$ cat src/rtl/shift_sequencer.sv
// rtl/shift_sequencer.sv - multi-bit shift sequencer iterating an external 1-bit shift unit
// Latches one request, feeds the shift unit result back once per clock, then pulses done.
module shift_sequencer #(
    parameter int         DATA_WIDTH = 16,
    parameter int         CNT_WIDTH  = 4,
    parameter logic [3:0] FUNC_LLS   = 4'h8,
    parameter logic [3:0] FUNC_LRS   = 4'h9,
    parameter logic [3:0] FUNC_ALS   = 4'hA,
    parameter logic [3:0] FUNC_ARS   = 4'hB
) (
    input  logic                  clk,
    input  logic                  reset,
    input  logic                  start,
    input  logic [DATA_WIDTH-1:0] A,
    input  logic [DATA_WIDTH-1:0] B,
    input  logic [3:0]            FuncCode,
    output logic                  busy,
    output logic                  done,
    output logic [DATA_WIDTH-1:0] C,
    output logic                  OverflowFlag,
    output logic [DATA_WIDTH-1:0] sh_A,
    output logic [DATA_WIDTH-1:0] sh_B,
    output logic [3:0]            sh_FuncCode,
    input  logic [DATA_WIDTH-1:0] sh_C,
    input  logic                  sh_OverflowFlag
);

    typedef enum logic [1:0] {
        IDLE = 2'd0,
        RUN  = 2'd1,
        DONE = 2'd2
    } state_t;

    state_t                state_q, state_d;
    logic [DATA_WIDTH-1:0] acc_q, acc_d;
    logic [DATA_WIDTH-1:0] b_q, b_d;
    logic [DATA_WIDTH-1:0] c_q, c_d;
    logic [CNT_WIDTH-1:0]  cnt_q, cnt_d;
    logic [3:0]            func_q, func_d;
    logic                  ovf_q, ovf_d;
    logic                  ovf_out_q, ovf_out_d;
    logic                  is_shift;
    logic [CNT_WIDTH-1:0]  amount;

    assign is_shift = (FuncCode == FUNC_LLS) || (FuncCode == FUNC_LRS) ||
                      (FuncCode == FUNC_ALS) || (FuncCode == FUNC_ARS);
    assign amount   = B[CNT_WIDTH-1:0];

    always_ff @(posedge clk or posedge reset) begin
        if (reset) begin
            state_q   <= IDLE;
            acc_q     <= '0;
            b_q       <= '0;
            c_q       <= '0;
            cnt_q     <= '0;
            func_q    <= '0;
            ovf_q     <= 1'b0;
            ovf_out_q <= 1'b0;
        end else begin
            state_q   <= state_d;
            acc_q     <= acc_d;
            b_q       <= b_d;
            c_q       <= c_d;
            cnt_q     <= cnt_d;
            func_q    <= func_d;
            ovf_q     <= ovf_d;
            ovf_out_q <= ovf_out_d;
        end
    end

    always_comb begin
        state_d   = state_q;
        acc_d     = acc_q;
        b_d       = b_q;
        c_d       = c_q;
        cnt_d     = cnt_q;
        func_d    = func_q;
        ovf_d     = ovf_q;
        ovf_out_d = ovf_out_q;
        case (state_q)
            IDLE: begin
                if (start) begin
                    acc_d  = A;
                    func_d = FuncCode;
                    b_d    = B;
                    cnt_d  = amount;
                    ovf_d  = 1'b0;
                    if (!is_shift) begin
                        // Unsupported function codes complete immediately with a zero result.
                        acc_d     = '0;
                        c_d       = '0;
                        ovf_out_d = 1'b0;
                        state_d   = DONE;
                    end else if (amount == '0) begin
                        c_d       = A;
                        ovf_out_d = 1'b0;
                        state_d   = DONE;
                    end else begin
                        state_d = RUN;
                    end
                end
            end
            RUN: begin
                acc_d = sh_C;
                ovf_d = ovf_q | sh_OverflowFlag;
                cnt_d = cnt_q - CNT_WIDTH'(1);
                if (cnt_q == CNT_WIDTH'(1)) begin
                    c_d       = sh_C;
                    ovf_out_d = ovf_q | sh_OverflowFlag;
                    state_d   = DONE;
                end
            end
            DONE: begin
                state_d = IDLE;
            end
            default: begin
                state_d = IDLE;
            end
        endcase
    end

    assign busy         = (state_q == RUN) || (state_q == DONE);
    assign done         = (state_q == DONE);
    assign C            = c_q;
    assign OverflowFlag = ovf_out_q;
    assign sh_A         = acc_q;
    assign sh_B         = b_q;
    assign sh_FuncCode  = func_q;

endmodule
$ cat config.mk
export PLATFORM = sky130hd
export DESIGN_NAME = shift_sequencer
export DESIGN_NICKNAME = d
export VERILOG_FILES = /design/src/rtl/shift_sequencer.sv
export SDC_FILE = /design/constraint.sdc
export NUM_CORES = 1
export LEC_CHECK = 0
export ABC_AREA = 1
export ABC_CLOCK_PERIOD_IN_PS = 2250
export BUFFER_PORTS_ARGS = -buffer_cell sky130_fd_sc_hd__buf_2
export CAP_MARGIN = 20
export CELL_PAD_IN_SITES_DETAIL_PLACEMENT = 1
export CELL_PAD_IN_SITES_GLOBAL_PLACEMENT = 2
export CORE_MARGIN = 2
export CORE_UTILIZATION = 25
export DETAILED_ROUTE_END_ITERATION = 10
export GPL_TIMING_DRIVEN = 0
export PLACE_DENSITY = 0.78
export SLEW_MARGIN = 5
export SYNTH_ARGS = -nofsm -noshare
export SYNTH_HDL_FRONTEND = slang
export SYNTH_SLANG_ARGS = --single-unit
$ cat constraint.sdc
create_clock -name clk -period 2.25 [get_ports clk]
set_clock_uncertainty 0.2 [all_clocks]
set_input_delay 0.1125 -clock clk [delete_from_list [all_inputs] [get_ports clk]]
set_output_delay 0.1125 -clock clk [all_outputs]
set_load 0.02 [all_outputs]
# Yosys cells after proc, flatten, opt, wreduce, memory -nomap -nowiden
# Index checks and enable logic that the tools add are counted.
[totals]
reg_bits = 60
input_bits = 56
out_inout_bits = 55
word_cells = 53
[classes]
n_addsub = 1
n_eq_ne = 10
n_mux = 22
bitwise = 1
n_reduce_logical = 11
[op_table]
columns = ["op", "count"]
rows = [
  ["16-bit 2-to-1 mux", 6],
  ["16-bit one-hot mux with 2 select lines", 2],
  ["4-bit equality test, second input constant", 4],
  ["2-bit 2-to-1 mux", 4],
  ["4-bit one-hot mux with 2 select lines", 1],
  ["2-bit AND reduction", 3],
  ["1-bit 2-to-1 mux", 5],
  ["4-bit by 1-bit equality test with 1-bit output, second input constant", 1],
  ["4-bit logical NOT", 1],
  ["1-bit logical OR", 4],
  ["4-bit 2-to-1 mux", 1],
  ["2-bit inequality test, second input constant", 2],
  ["1-bit one-hot mux with 2 select lines", 2],
  ["2-bit one-hot mux with 2 select lines", 1],
  ["4-bit AND reduction", 1],
  ["4-bit by 1-bit subtractor with 4-bit output, second input constant", 1],
  ["3-bit inequality test, second input constant", 1],
  ["2-bit by 1-bit equality test with 1-bit output, second input constant", 1],
  ["2-bit equality test, second input constant", 1],
  ["2-bit logical NOT", 1],
  ["2-bit nonzero test", 1],
  ["1-bit bitwise OR", 1],
]

# Depth between registers and ports, before layout
[depth]
word_depth = 7
mapped_depth = 11
depth_no_buf = 9

# Worst setup path before layout
# OpenSTA, ideal clock, no wires.
[synth_path]
path_type = "flip-flop to flip-flop"
from = "register state_q[1]"
to = "register c_q[0], in the netlist C[0]"
arrival_ns = 1.457
t_required_ns = 1.933
slack_ns = 0.476
path_stages_with_launch = 12
path_buffers = 2
cell_sequence = "dfrtp_1 > inv_1 > ha_1 > buf_4 > inv_2 > nand2_2 > nand2_2 > a21oi_4 > nand2_4 > buf_6 > nand2_1 > nand2_1"
[synth_via]
elab_chain_cells = 3
elab_cells_between_ends = 8
[synth_lines]
columns = ["item", "line", "text"]
rows = [
  ["from (decl)", "34", "state_t state_q, state_d;"],
  ["from (signal assigned)", "60", "state_q <= state_d;"],
  ["2-bit by 1-bit equality test with 1-bit output or 2-bit logical NOT (tied branches)", "80", "case (state_q)"],
  ["2-bit inequality test (no source line) (tied with other cells)", "-", ""],
  ["4-bit AND reduction (no source line)", "-", ""],
  ["to (signal assigned)", "54", "c_q <= '0;"],
  ["to (signal assigned)", "63", "c_q <= c_d;"],
  ["to (decl)", "37", "logic [DATA_WIDTH-1:0] c_q, c_d;"],
]
# Parallel ways exist; a longest one is shown, timed or not.
# A chain may end at the register's enable or synchronous reset.

# Worst setup path after layout
[layout_path]
from = "register state_q[1]"
to = "register c_q[4], in the netlist C[4]"
# The elaborated chain is that of the path after synthesis.

==> flow_metrics.py <==
metrics = {
    "outcome": {
        "outcome": "finished, final reports clean",
    },
    "synthesis": {
        "ys.warnings.count": 0,
        "largest_family_of_logic_cells_by_synthesized_area": "simple AND/OR/NAND/NOR gates",
        "synth_sequential_area_ratio": 0.552,
        "syn_nets": 352,
        "post_synth_inst_count": 291,
        "synth_cell_types": 24,
        "yosys.area_share.xor_xnor": 0,
        "syn_area_per_cell_um2": 9.35,
        "yosys-mux-area-fraction": 0.0745,
        "synth-simple-area-share": 0.235,
        "area_fraction_in_compound_gates_after_synthesis": 0.0685,
        "synth_fa_ha_area_frac": 0.0230,
        "postSynthRegisterBits": 60,
        "synthesis.area_um2": 2720,
    },
    "floorplan": {
        "placement_rows": 38,
        "floorplan.die.width_um": 108,
        "design.portCount": 111,
        "design.core.area_um2": 10700,
        "die_outline_area_um2": 11700,
        "chipHeight_um": 108,
        "start_util": 0.253,
    },
    "place": {
        "globalplace.congestion": 0.756,
        "place_hpwl_mm": 6.32,
        "place.port_buffers": 110,
        "pre_cts_slack_ns": 0.135,
    },
    "route": {
        "via_count": 2793,
        "post_drt_via_cell_ratio": 4.56,
        "detailedRoute.firstPassIterationCount": 4,
        "drt-initial-drc-count": 89,
        "routedWlPerCell_um": 15.4,
        "ant_nets": 0,
        "wl_mm": 9.45,
        "drc": 0,
    },
    "global_route": {
        "grtUsageTotal": 0.169,
        "pin_count_of_the_biggest_net_entering_global_routing": 61,
        "grt_pass1_wl_mm": 14.8,
        "grt_pass1_vias": 2962,
        "grt_antenna_before_repair": 0,
        "overflow_left_after_global_routing": 0,
    },
    "worst_setup_path": {
        "cp.required_ns": 2.29,
        "worst_r2r_endpoint": "C[4]",
        "worstPathArrival_ns": 2.08,
        "timing.critical_path.max_delay_family": "buffers and inverters",
        "worst-r2r-cell-count": 11,
        "timing.critical_path.from_type": "register",
        "path_cells": "inv_1 -> ha_1 -> buf_4 -> inv_2 -> nand2_2 -> nand2_2 -> a21oi_4 -> nand2_4 -> buf_6 -> nand2_1 -> nand2_1",
        "timing_worst_setup_path_type": "register to register",
        "crit_path_max_incr_delay_ns": 0.40,
        "critical_path.max_fanout": 10,
        "r2r_start": "state_q[1]",
        "flop_to_flop_setup_slack_ns": 0.21,
        "endpoint_kind": "register",
        "worstPathBufferInverterCount": 4,
        "crit_path_top_delay_cell": "dfrtp_1",
    },
    "sta": {
        "setup-tns-final_ns": 0,
        "max_slew.worst_pin.slew_ns": 0.775,
        "final-hold-violation-count": 0,
        "timing.final.max_slew_violations": 0,
        "final_critical_path_setup_slack_ns": 0.208,
        "fmax_mhz": 490,
        "fin_crit_ns": 2.04,
        "min_period_over_period": 0.908,
        "worst_slew_margin_rel": 0.483,
        "setup-violations-final": 0,
    },
    "power_and_ir_drop": {
        "netSwitchingFraction": 0.446,
        "seqPwrFrac": 0.343,
        "power_uw": 5450,
        "cellLeakagePower_uw": 0.00216,
        "worst_ir_drop_vdd_mv": 0.446,
        "net_switching_power_figure_uw": 2430,
        "internal_power_uw": 3020,
        "share_clk_of_total_power": 0.145,
        "comb_power_share": 0.512,
        "power_density_nw_per_um2": 1310,
    },
    "layout": {
        "area.growth.synth_to_final_pct": 53.0,
        "drive_gt1_frac": 0.341,
        "diodes": 0,
        "final_nets": 531,
    },
    "clocking": {
        "clock_tree.root_cell": "clkbuf_8",
        "cts.path.max_buffers": 2,
        "htree_levels": 3,
        "clk_latency_ns": 0.34,
        "numCtsBuffers": 9,
        "sinks_on_the_clock_net": 60,
        "clk_pin_slew_ns": 0.06,
        "tritoncts": "done",
    },
    "job": {
        "timing.max_cap.violations": 0,
    },
    "hold_path": {
        "kind_of_path_behind_the_tightest_hold_check": "input pin to async pin",
    },
}
cells by family after synthesis:
group                      Yosys count
and+or+nand+nor                    151
muxes                               18
DFF                                 60
AOI/OAI and AO/OA                   30
adders and majority gates            5
buffers and inverters               27
final cells by class:
cell class | instances | area (µm²)
well taps | 140 | 175
clock buffers | 13 | 139
inverters | 12 | 47.5
fillers | 1319 | 6580
plain buffers | 15 | 85.1
flip-flops and latches | 60 | 1500
multi-input cells | 204 | 1090
repair buffers | 168 | 1120
tightest hold or removal path: stages:
cell           delay (ns)
dlygate4sd3_1        0.53
buf_2                0.13
inv_4                0.55
state kept, by name, indices dropped and copies added (netlist names):
register,flops
cnt_q,4
state_q,2
ovf_q,1
C,16
sh_A,16
OverflowFlag,1
sh_FuncCode,4
sh_B,16
per-stage QoR:
step	util	hold slack [ns]	instances	cell area (µm²)
finish	0.387	0.268	612	4160
global route	0.387	0.290	612	4160
CTS	0.385	0.276	609	4140
detailed placement	0.321	0.124	541	3450
global placement	0.321	0.147	541	3450
floorplan	-	0.0629	291	2720
timing repair:
item | 4_1_cts | 5_1_grt
gates resized for setup | 0 | 2
buffers inserted | 0 | 3
endpoints found under the setup margin | 0 | 10
hold buffers | 55 | 0
endpoints found under the hold margin | 119 | 0
per-layer routing:
layer  part of all wire  up-vias  GRT usage
li1                   -     1321          -
met1               0.42     1387      0.195
met2               0.52       69      0.303
met3              0.034       16     0.0205
met4              0.027        0     0.0907
met5                  0        -          0
synthesized netlist by cell type:
library cell / instances / share of area
nand2_1: 86 / 0.12
dfrtp_1: 60 / 0.55
nand3_1: 36 / 0.066
nor2_1: 22 / 0.030
mux2_2: 18 / 0.075
a31oi_1: 16 / 0.037
inv_1: 10 / 0.014
o21ai_0: 8 / 0.015
buf_2: 7 / 0.013
ha_1: 5 / 0.023
clkbuf_1: 4 / 0.0055
buf_4: 3 / 0.0083
a21oi_1: 2 / 0.0037
inv_2: 2 / 0.0028
nand2_2: 2 / 0.0046
nand4_1: 2 / 0.0046
a21oi_4: 1 / 0.0060
a22oi_1: 1 / 0.0028
buf_6: 1 / 0.0041
nand2_4: 1 / 0.0041
nand3_2: 1 / 0.0037
nor2_2: 1 / 0.0023
o211ai_1: 1 / 0.0028
o21ai_1: 1 / 0.0018
power by group through the flow:
stage / sequential (µW) / clock [µW] / combinational [µW]
5_1_grt: 1930 / 860 / 3050
3_5_place_dp: 1890 / 0 / 2690
3_3_place_gp: 1860 / 0 / 2630
4_1_cts: 1870 / 817 / 2770
2_1_floorplan: 2420 / 0 / 1210
6_report: 1870 / 788 / 2790
how the worst max path moves through the flow:
stage                     from  endpoint  slack, ns  cells after the start
floorplan                reset      C[0]       0.45                      1
global placement         reset      C[2]      -0.48                      2
detailed placement  state_q[1]      C[4]       0.13                     11
CTS                 state_q[1]      C[4]       0.10                     11
global route        state_q[1]      C[4]     -0.002                     11
finish              state_q[1]      C[4]       0.21                     11
cells in the final DEF, fill, tap and decap left out, drive strengths merged:
master | synthesis | final
a21oi | 3 | 3
a22oi | 1 | 1
a31oi | 16 | 16
buf | 11 | 124
clkbuf | 4 | 17
dfrtp | 60 | 60
dlygate4sd3 | 0 | 55
ha | 5 | 5
inv | 12 | 12
mux2 | 18 | 18
nand2 | 89 | 89
nand3 | 37 | 37
nand4 | 2 | 2
nor2 | 23 | 23
o211ai | 1 | 1
o21ai | 9 | 9
(Power assumes the default switching activity.)
